==> src/rtl/execute_pkg.sv <==
// Shared types for the execute stage: ALU opcode encoding and default datapath width.
package execute_pkg;

  localparam int unsigned DEFAULT_DATA_BITS = 32;

  typedef enum logic [5:0] {
    ALU_ADD   = 6'd0,
    ALU_SUB   = 6'd1,
    ALU_AND   = 6'd2,
    ALU_OR    = 6'd3,
    ALU_XOR   = 6'd4,
    ALU_SHL   = 6'd5,
    ALU_SHR   = 6'd6,
    ALU_PASSB = 6'd7
  } alu_op_t;

endpackage

==> src/rtl/register_file.sv <==
// Register file: two async read ports plus a debug port, one sync write port, r0 hardwired to 0.
module register_file
  import execute_pkg::*;
#(
  parameter int unsigned ADDR_BITS = 4,
  parameter int unsigned DATA_BITS = DEFAULT_DATA_BITS
) (
  input  logic                 clock,
  input  logic                 reset,
  input  logic [ADDR_BITS-1:0] read1_addr,
  output logic [DATA_BITS-1:0] read1_data,
  input  logic [ADDR_BITS-1:0] read2_addr,
  output logic [DATA_BITS-1:0] read2_data,
  input  logic [ADDR_BITS-1:0] dbg_addr,
  output logic [DATA_BITS-1:0] dbg_data,
  input  logic                 write_en,
  input  logic [ADDR_BITS-1:0] write_addr,
  input  logic [DATA_BITS-1:0] write_data
);

  localparam int unsigned Depth = 2 ** ADDR_BITS;

  logic [DATA_BITS-1:0] mem_q [Depth];

  always_ff @(posedge clock or posedge reset) begin
    if (reset) begin
      for (int i = 0; i < Depth; i++) begin
        mem_q[i] <= '0;
      end
    end else if (write_en && (write_addr != '0)) begin
      mem_q[write_addr] <= write_data;
    end
  end

  assign read1_data = (read1_addr == '0) ? '0 : mem_q[read1_addr];
  assign read2_data = (read2_addr == '0) ? '0 : mem_q[read2_addr];
  assign dbg_data   = (dbg_addr == '0) ? '0 : mem_q[dbg_addr];

endmodule

==> src/rtl/execute_stage.sv <==
// Execute/writeback stage: operand select with WB->EX bypass, ALU, accumulator,
// one-cycle-delayed register writeback, sticky halt and illegal-op flags.
module execute_stage
  import execute_pkg::*;
#(
  parameter int unsigned DATA_BITS         = DEFAULT_DATA_BITS,
  parameter int unsigned REGFILE_ADDR_BITS = 4,
  parameter int unsigned IMMEDIATE_BITS    = 8,
  parameter int unsigned ALU_OP_BITS       = 6
) (
  input  logic                         clock,
  input  logic                         reset,
  input  logic [REGFILE_ADDR_BITS-1:0] read1_addr,
  input  logic [REGFILE_ADDR_BITS-1:0] read2_addr,
  input  logic [REGFILE_ADDR_BITS-1:0] write_addr,
  input  logic                         write_addr_en,
  input  logic [IMMEDIATE_BITS-1:0]    immediate,
  input  logic                         use_immediate,
  input  logic                         use_accumulate,
  input  logic [ALU_OP_BITS-1:0]       alu_op,
  input  logic                         halt,
  output logic                         wb_valid,
  output logic [REGFILE_ADDR_BITS-1:0] wb_addr,
  output logic [DATA_BITS-1:0]         wb_data,
  output logic [DATA_BITS-1:0]         acc_value,
  output logic                         halted,
  output logic                         illegal_op,
  input  logic [REGFILE_ADDR_BITS-1:0] dbg_addr,
  output logic [DATA_BITS-1:0]         dbg_data
);

  localparam int unsigned ShamtBits = $clog2(DATA_BITS);

  // Returns {illegal, result}.
  function automatic logic [DATA_BITS:0] alu(input logic [ALU_OP_BITS-1:0] op,
                                             input logic [DATA_BITS-1:0]   a,
                                             input logic [DATA_BITS-1:0]   b);
    logic [ShamtBits-1:0] shamt;
    shamt = b[ShamtBits-1:0];
    case (op)
      ALU_OP_BITS'(ALU_ADD):   alu = {1'b0, a + b};
      ALU_OP_BITS'(ALU_SUB):   alu = {1'b0, a - b};
      ALU_OP_BITS'(ALU_AND):   alu = {1'b0, a & b};
      ALU_OP_BITS'(ALU_OR):    alu = {1'b0, a | b};
      ALU_OP_BITS'(ALU_XOR):   alu = {1'b0, a ^ b};
      ALU_OP_BITS'(ALU_SHL):   alu = {1'b0, a << shamt};
      ALU_OP_BITS'(ALU_SHR):   alu = {1'b0, a >> shamt};
      ALU_OP_BITS'(ALU_PASSB): alu = {1'b0, b};
      default:                 alu = {1'b1, {DATA_BITS{1'b0}}};
    endcase
  endfunction

  logic                         started_q, halted_q, illegal_q;
  logic                         wb_valid_q;
  logic [REGFILE_ADDR_BITS-1:0] wb_addr_q;
  logic [DATA_BITS-1:0]         wb_data_q, acc_q;

  logic [DATA_BITS-1:0] rf_a, rf_b, op_a, op_b, alu_result;
  logic                 alu_illegal, exec, fwd_a, fwd_b;

  register_file #(
    .ADDR_BITS(REGFILE_ADDR_BITS),
    .DATA_BITS(DATA_BITS)
  ) u_register_file (
    .clock      (clock),
    .reset      (reset),
    .read1_addr (read1_addr),
    .read1_data (rf_a),
    .read2_addr (read2_addr),
    .read2_data (rf_b),
    .dbg_addr   (dbg_addr),
    .dbg_data   (dbg_data),
    .write_en   (wb_valid_q),
    .write_addr (wb_addr_q),
    .write_data (wb_data_q)
  );

  always_comb begin
    fwd_a = wb_valid_q && (read1_addr == wb_addr_q) && (read1_addr != '0);
    fwd_b = wb_valid_q && (read2_addr == wb_addr_q) && (read2_addr != '0);
    op_a  = use_accumulate ? acc_q : (fwd_a ? wb_data_q : rf_a);
    op_b  = use_immediate ? DATA_BITS'(immediate) : (fwd_b ? wb_data_q : rf_b);
    {alu_illegal, alu_result} = alu(alu_op, op_a, op_b);
    exec  = write_addr_en && !halted_q;
  end

  always_ff @(posedge clock or posedge reset) begin
    if (reset) begin
      started_q  <= 1'b0;
      halted_q   <= 1'b0;
      illegal_q  <= 1'b0;
      wb_valid_q <= 1'b0;
      wb_addr_q  <= '0;
      wb_data_q  <= '0;
      acc_q      <= '0;
    end else begin
      started_q  <= 1'b1;
      // Halt is meaningless before the first decoded instruction arrives.
      if (started_q && halt) halted_q <= 1'b1;
      wb_valid_q <= exec && (write_addr != '0);
      if (exec) begin
        acc_q     <= alu_result;
        wb_addr_q <= write_addr;
        wb_data_q <= alu_result;
        if (alu_illegal) illegal_q <= 1'b1;
      end
    end
  end

  assign wb_valid   = wb_valid_q;
  assign wb_addr    = wb_addr_q;
  assign wb_data    = wb_data_q;
  assign acc_value  = acc_q;
  assign halted     = halted_q;
  assign illegal_op = illegal_q;

endmodule

==> config.mk <==
export PLATFORM = sky130hd
export DESIGN_NAME = execute_stage
export DESIGN_NICKNAME = d
export VERILOG_FILES = /design/src/rtl/execute_pkg.sv /design/src/rtl/register_file.sv /design/src/rtl/execute_stage.sv
export SDC_FILE = /design/constraint.sdc
export NUM_CORES = 2
export LEC_CHECK = 0
export ABC_AREA = 1
export BUFFER_PORTS_ARGS = -buffer_cell sky130_fd_sc_hd__buf_2
export CORE_UTILIZATION = 59
export CTS_BUF_LIST = sky130_fd_sc_hd__clkbuf_8
export DETAILED_ROUTE_END_ITERATION = 10
export PLACE_DENSITY = 0.79
export SETUP_SLACK_MARGIN = 0.5
export SLEW_MARGIN = 5
export SYNTH_ARGS = -nofsm -noshare
export SYNTH_HDL_FRONTEND = slang
export SYNTH_HIERARCHICAL = 1
export SYNTH_SLANG_ARGS = --single-unit
==> constraint.sdc <==
create_clock -name clock -period 19.2 [get_ports clock]
set_input_delay 3.84 -clock clock [delete_from_list [all_inputs] [get_ports clock]]
set_output_delay 3.84 -clock clock [all_outputs]
set_load 0.02 [all_outputs]
Yosys cells after proc, flatten, opt, wreduce, memory -nomap -nowiden
Cells that the tools add are included.

Bits in read-only memories: 0. Bits in registers: 552. Bits in writable memories: 0. Logic and storage cells: 86. Bits in latches: 0. Output and inout port bits: 103. Memories: 0. Input port bits: 36.

Reduce and logical (&&, ||, !) cells: 19. Order comparisons: 5. Bitwise gates (word level): 7. Muxes and demuxes: 20. Eq/ne operators: 9. Div/mod/pow operators: 0. Multipliers: 0. Shift operators: 2. $add $sub $neg: 2.

Operators with widths (count): 512-bit bitwise mux (1); 32-bit two-way mux (14); 32-bit binary-select mux with 4-bit select (3); 33-bit case mux with 8 select lines (1); 32-bit demux with 4-bit select (1); 32-bit adder (1); 32-bit AND (1); 32-bit OR (1); 32-bit by 5-bit left shift with 32-bit output (1); 32-bit by 5-bit right shift with 32-bit output (1); 32-bit subtractor (1); 32-bit bitwise XOR (1); 6-bit by 3-bit equality test with 1-bit output, second input constant (4); 5-bit >= comparator, second input constant (4); 4-bit inverter with 5-bit output (4); 4-bit nonzero test (4); 6-bit by 2-bit equality test with 1-bit output, second input constant (2); 4-bit zero test (3); 1-bit logical AND (9); 4-bit equality test (2); 6-bit by 1-bit equality test with 1-bit output, second input constant (1); 6-bit zero test (1); 5-bit by 1-bit less-than comparator with 1-bit output, second input constant (1); 2-bit AND reduction (1); 1-bit zero test (1).

Depth between registers and ports, before layout
Word-level depth: 10. Depth in mapped cells: 40. Mapped depth without buffers: 37.

Modules after synthesis
The synthesis kept the hierarchy.

By module, submodules not included: register_file (instances 1, area each 34916.0 µm², sequential area each 12812.3 µm², cells an instance 5766); execute_stage (instances 1, area each 11018.1 µm², sequential area each 1001.0 µm², cells an instance 2021).

Least setup slack after synthesis
No wires, ideal clock.

Path type: in2out. From: in dbg_addr[3]. To: out dbg_data[0]. Buffers on the path: 2. Slack: 10.341 ns. Stages: 7. Data required time: 15.360 ns. Arrival: 5.019 ns. Cell sequence: clkbuf_1 -> nor2_1 -> clkbuf_1 -> nand2_1 -> nand2_1 -> inv_1 -> a21oi_1.

Cells in the longest elaborated chain, start to end: 5. Elaborated cells between the ends (all ways): 6. Those cells by class: mux: 4; bitwise: 1; reduce/logical: 1.

RTL lines: start: declaration (line execute_stage.sv:28) `input logic [REGFILE_ADDR_BITS-1:0] dbg_addr,`; 4-bit inverter with 5-bit output (not written as such) (line register_file.sv:37) `assign dbg_data = (dbg_addr == '0) ? '0 : mem_q[dbg_addr];`; 32-bit binary-select mux with 4-bit select (line register_file.sv:37); 32-bit two-way mux (not written as such) (2 in series) (line register_file.sv:37); 32-bit two-way mux * (line register_file.sv:37); end: declaration (line execute_stage.sv:29) `output logic [DATA_BITS-1:0] dbg_data`.

Every way passes the cells marked *; elsewhere a longest branch is shown, timed or not. The select of a mux whose other input is x is not followed.

Worst setup path after layout
From: in dbg_addr[1]. To: out dbg_data[10].

The elaborated chain is that of the path after synthesis.

==> summary.md <==
| Metric | Value |
|---|---|
| Synthesized cell area | 45900 um2 |
| Fin. Hold Viols | 0 |
| # port buffers | 138 |
| CTS tree | built |
| Hpwl dp | 116000 um |
| Post-CTS sizing | 0 |
| WL/cell | 21.9 um |
| Core Region | 76500 um2 |
| First-pass GRT wire length | 288000 um |
| DR vias | 53700 |
| Met3 Use GR | 12.5% |
| Final GP Congestion | 1.11 |
| Post-CTS Hold Buffers | 0 |
| Gr ovfl total | 0 |
| IO Count | 139 |
| Slew margin rel. | 7.16% |
| Final slew viol count | 0 |
| Top cells by area, synth | dfrtp_1, nand2_1, nand3_1 |
| Unrepaired setup endpoints after global routing | no |
| Yosys top cell by area | dfrtp_1 |
| EDFF count, synth | 0 |
| CTS Buf Count | 101 |
| Yosys cell types | 59 |
| Vias per cell | 6.18 |
| Starting Density | 60.1% |
| WP data required | 15.36 ns |
| Worst-skew pair later-pin latency | 0.75 ns |
| Die area | 79000 um2 |
| GR peak layer | met2 |
| WP data arrival | 7.06 ns |
| Worst-Margin Slew | 1.38 ns |
| IR drop worst, VDD | 0.0000856 V |
| ANT nets after route | 0 |
| Initial DRC Count | 9024 |
| Met2 usage | 67.9% |
| Vias in the first global route | 48700 |
| Met1 usage | 62.9% |
| FMAX | 91.8 MHz |
| Final Critical Period | 10.90 ns |
| Yosys top cell area share | 30.1% |
| H-tree Lvls | 3 |
| Post-CTS setup buffer count | 0 |
| Share of layout cells above drive strength 1 | 6.67% |
| Clock Tree Root | clkbuf_8 |
| Gate Count Post-Synth | 7787 |
| Pre-Repair DR Iteration Count | 10 |
| Total Wirelength | 191000 um |
| Die H | 281 um |
| Seq/Total Area, Yosys | 30.1% |
| Row count | 101 |
| Main flop type after synthesis | dfrtp_1 |
| DRC Markers | 0 |
| Core Util, Final | 63.5% |
| Area Overhead vs Synth | 5.74% |
| Maxcap violations | 0 |
| Setup TNS | 0 ns |
| Final #Nets | 7716 |
| GRT Resource Usage Total | 47.5% |
| Worst hold path type | reg -> reg |
| Startpoint Class | primary input |
| Max Root-Sink Buffers | 3 |
| Synth warn | 6 |
| Die width | 281 um |
| Setup Skew | 0.0400 ns |
| Most common cell after layout, fill and taps aside | nand2_1 |
| Synth Register Bits | 552 |
| Clock sink count | 552 |
| Leak | 27.1 nW |
| Reg clk slew, reported paths | 0.05 ns |
| CP Capture Type | primary output |
| Largest net degree at the start of global routing | 184 |
| Crit Path Class | in -> out |
| Most frequent cells in the layout | nand2_1, nand3_1, inv_1 |
| Mapped Nets | 7919 |
| # setup viols final | 0 |
| Avg Cell Area, Syn | 5.90 um2 |
| PwrDens | 63.8 nW/um2 |
| Asr flop ratio synth | 100% |
| Critical path fanouts, max | 66 |
| Status | finished, final reports clean |
| Final period utilization | 56.8% |
| Initial antenna violation count | 2 |
[layer usage]
layer  vias to the layer above  wire length, um
li1                      24100                -
met1                     24200            69900
met2                      4316            77000
met3                       973            28800
met4                         2            14900
met5                         -               13
[cells by family after synthesis]
family / count (synthesis) / synth area share (%)
AND/OR/NAND/NOR: 4706 / 43.2
buffers and inverters: 1511 / 13.3
other: 1 / 0.00816
AO/OA/AOI/OAI: 891 / 10.3
flip-flops: 552 / 30.1
adder cells (fa/ha/maj): 96 / 2.63
XOR/XNOR: 30 / 0.572
[flip-flops by register name, indices dropped and copies added (netlist names)]
register / count
started_q: 1
illegal_op: 1
halted: 1
u_register_file/mem_q: 512
acc_value: 32
wb_addr: 4
wb_valid: 1
[through the flow]
| stage | instance area, um2 | total power [mW] | cells | hold slack [ns] | setup WS, ns |
|---|---|---|---|---|---|
| final | 48600 | 3.10 | 8691 | 0.375 | 8.30 |
| after global routing | 48600 | 3.20 | 8689 | 0.385 | 8.27 |
| after CTS | 48500 | 3.07 | 8687 | 0.378 | 8.50 |
| after detailed placement | 46400 | 1.87 | 8510 | 0.366 | 8.42 |
| after global placement | 46400 | 1.87 | 8510 | 0.365 | 8.51 |
| after floorplan | 45900 | 1.67 | 7787 | 0.418 | 1.06 |
[synthesized netlist by cell type, types with 23 or more instances]
cell type,instances
xor2_1,30
nand4_1,31
nand2_1,3158
nand2_2,23
o21ai_0,534
buf_4,40
o21ai_1,65
buf_2,201
buf_1,49
ha_1,95
o22ai_1,25
dfrtp_1,552
nand3_1,1307
inv_1,935
nor2_1,107
a21oi_1,183
clkbuf_1,263
[power breakdown]
group          switching [mW]  internal [mW]  leakage, nW
clock network           0.550          0.659         1.20
registers           0.0000400           1.16         7.67
logic                   0.535          0.194         18.2
[final timing paths]
path,from,end,slack (ns),cells after the start
max in group asynchronous,reset,u_register_file/mem_q[144],13.75,4
hold / removal,u_register_file/mem_q[485],u_register_file/mem_q[485],0.37,0
setup / recovery,dbg_addr[1],dbg_data[10],8.30,10
min in group asynchronous,reset,u_register_file/mem_q[485],3.18,2
hold reg to reg,u_register_file/mem_q[485],u_register_file/mem_q[485],0.37,0
setup reg to reg,wb_addr[2],acc_value[22],12.74,28
[worst max-delay path, cell delays in order]
cell     delay (ns)
buf_4          0.27
inv_4          0.78
buf_4          0.93
nand3_1        0.16
nand2_1        0.11
nand2_1        0.05
nand2_1        0.09
inv_1          0.04
a21oi_1        0.46
buf_2          0.27
[cell type report]
class,instances,area (um2)
Tap cell,1030,1290
Inverter,955,3620
Clock buffer,123,1690
Clock inverter,54,418
Fill cell,7432,27900
Sequential cell,552,13800
Timing Repair Buffer,250,1610
Multi-Input combinational cell,5724,26100
Antenna cell,3,7.51
Note: power is estimated with default switching activity, not from simulation.
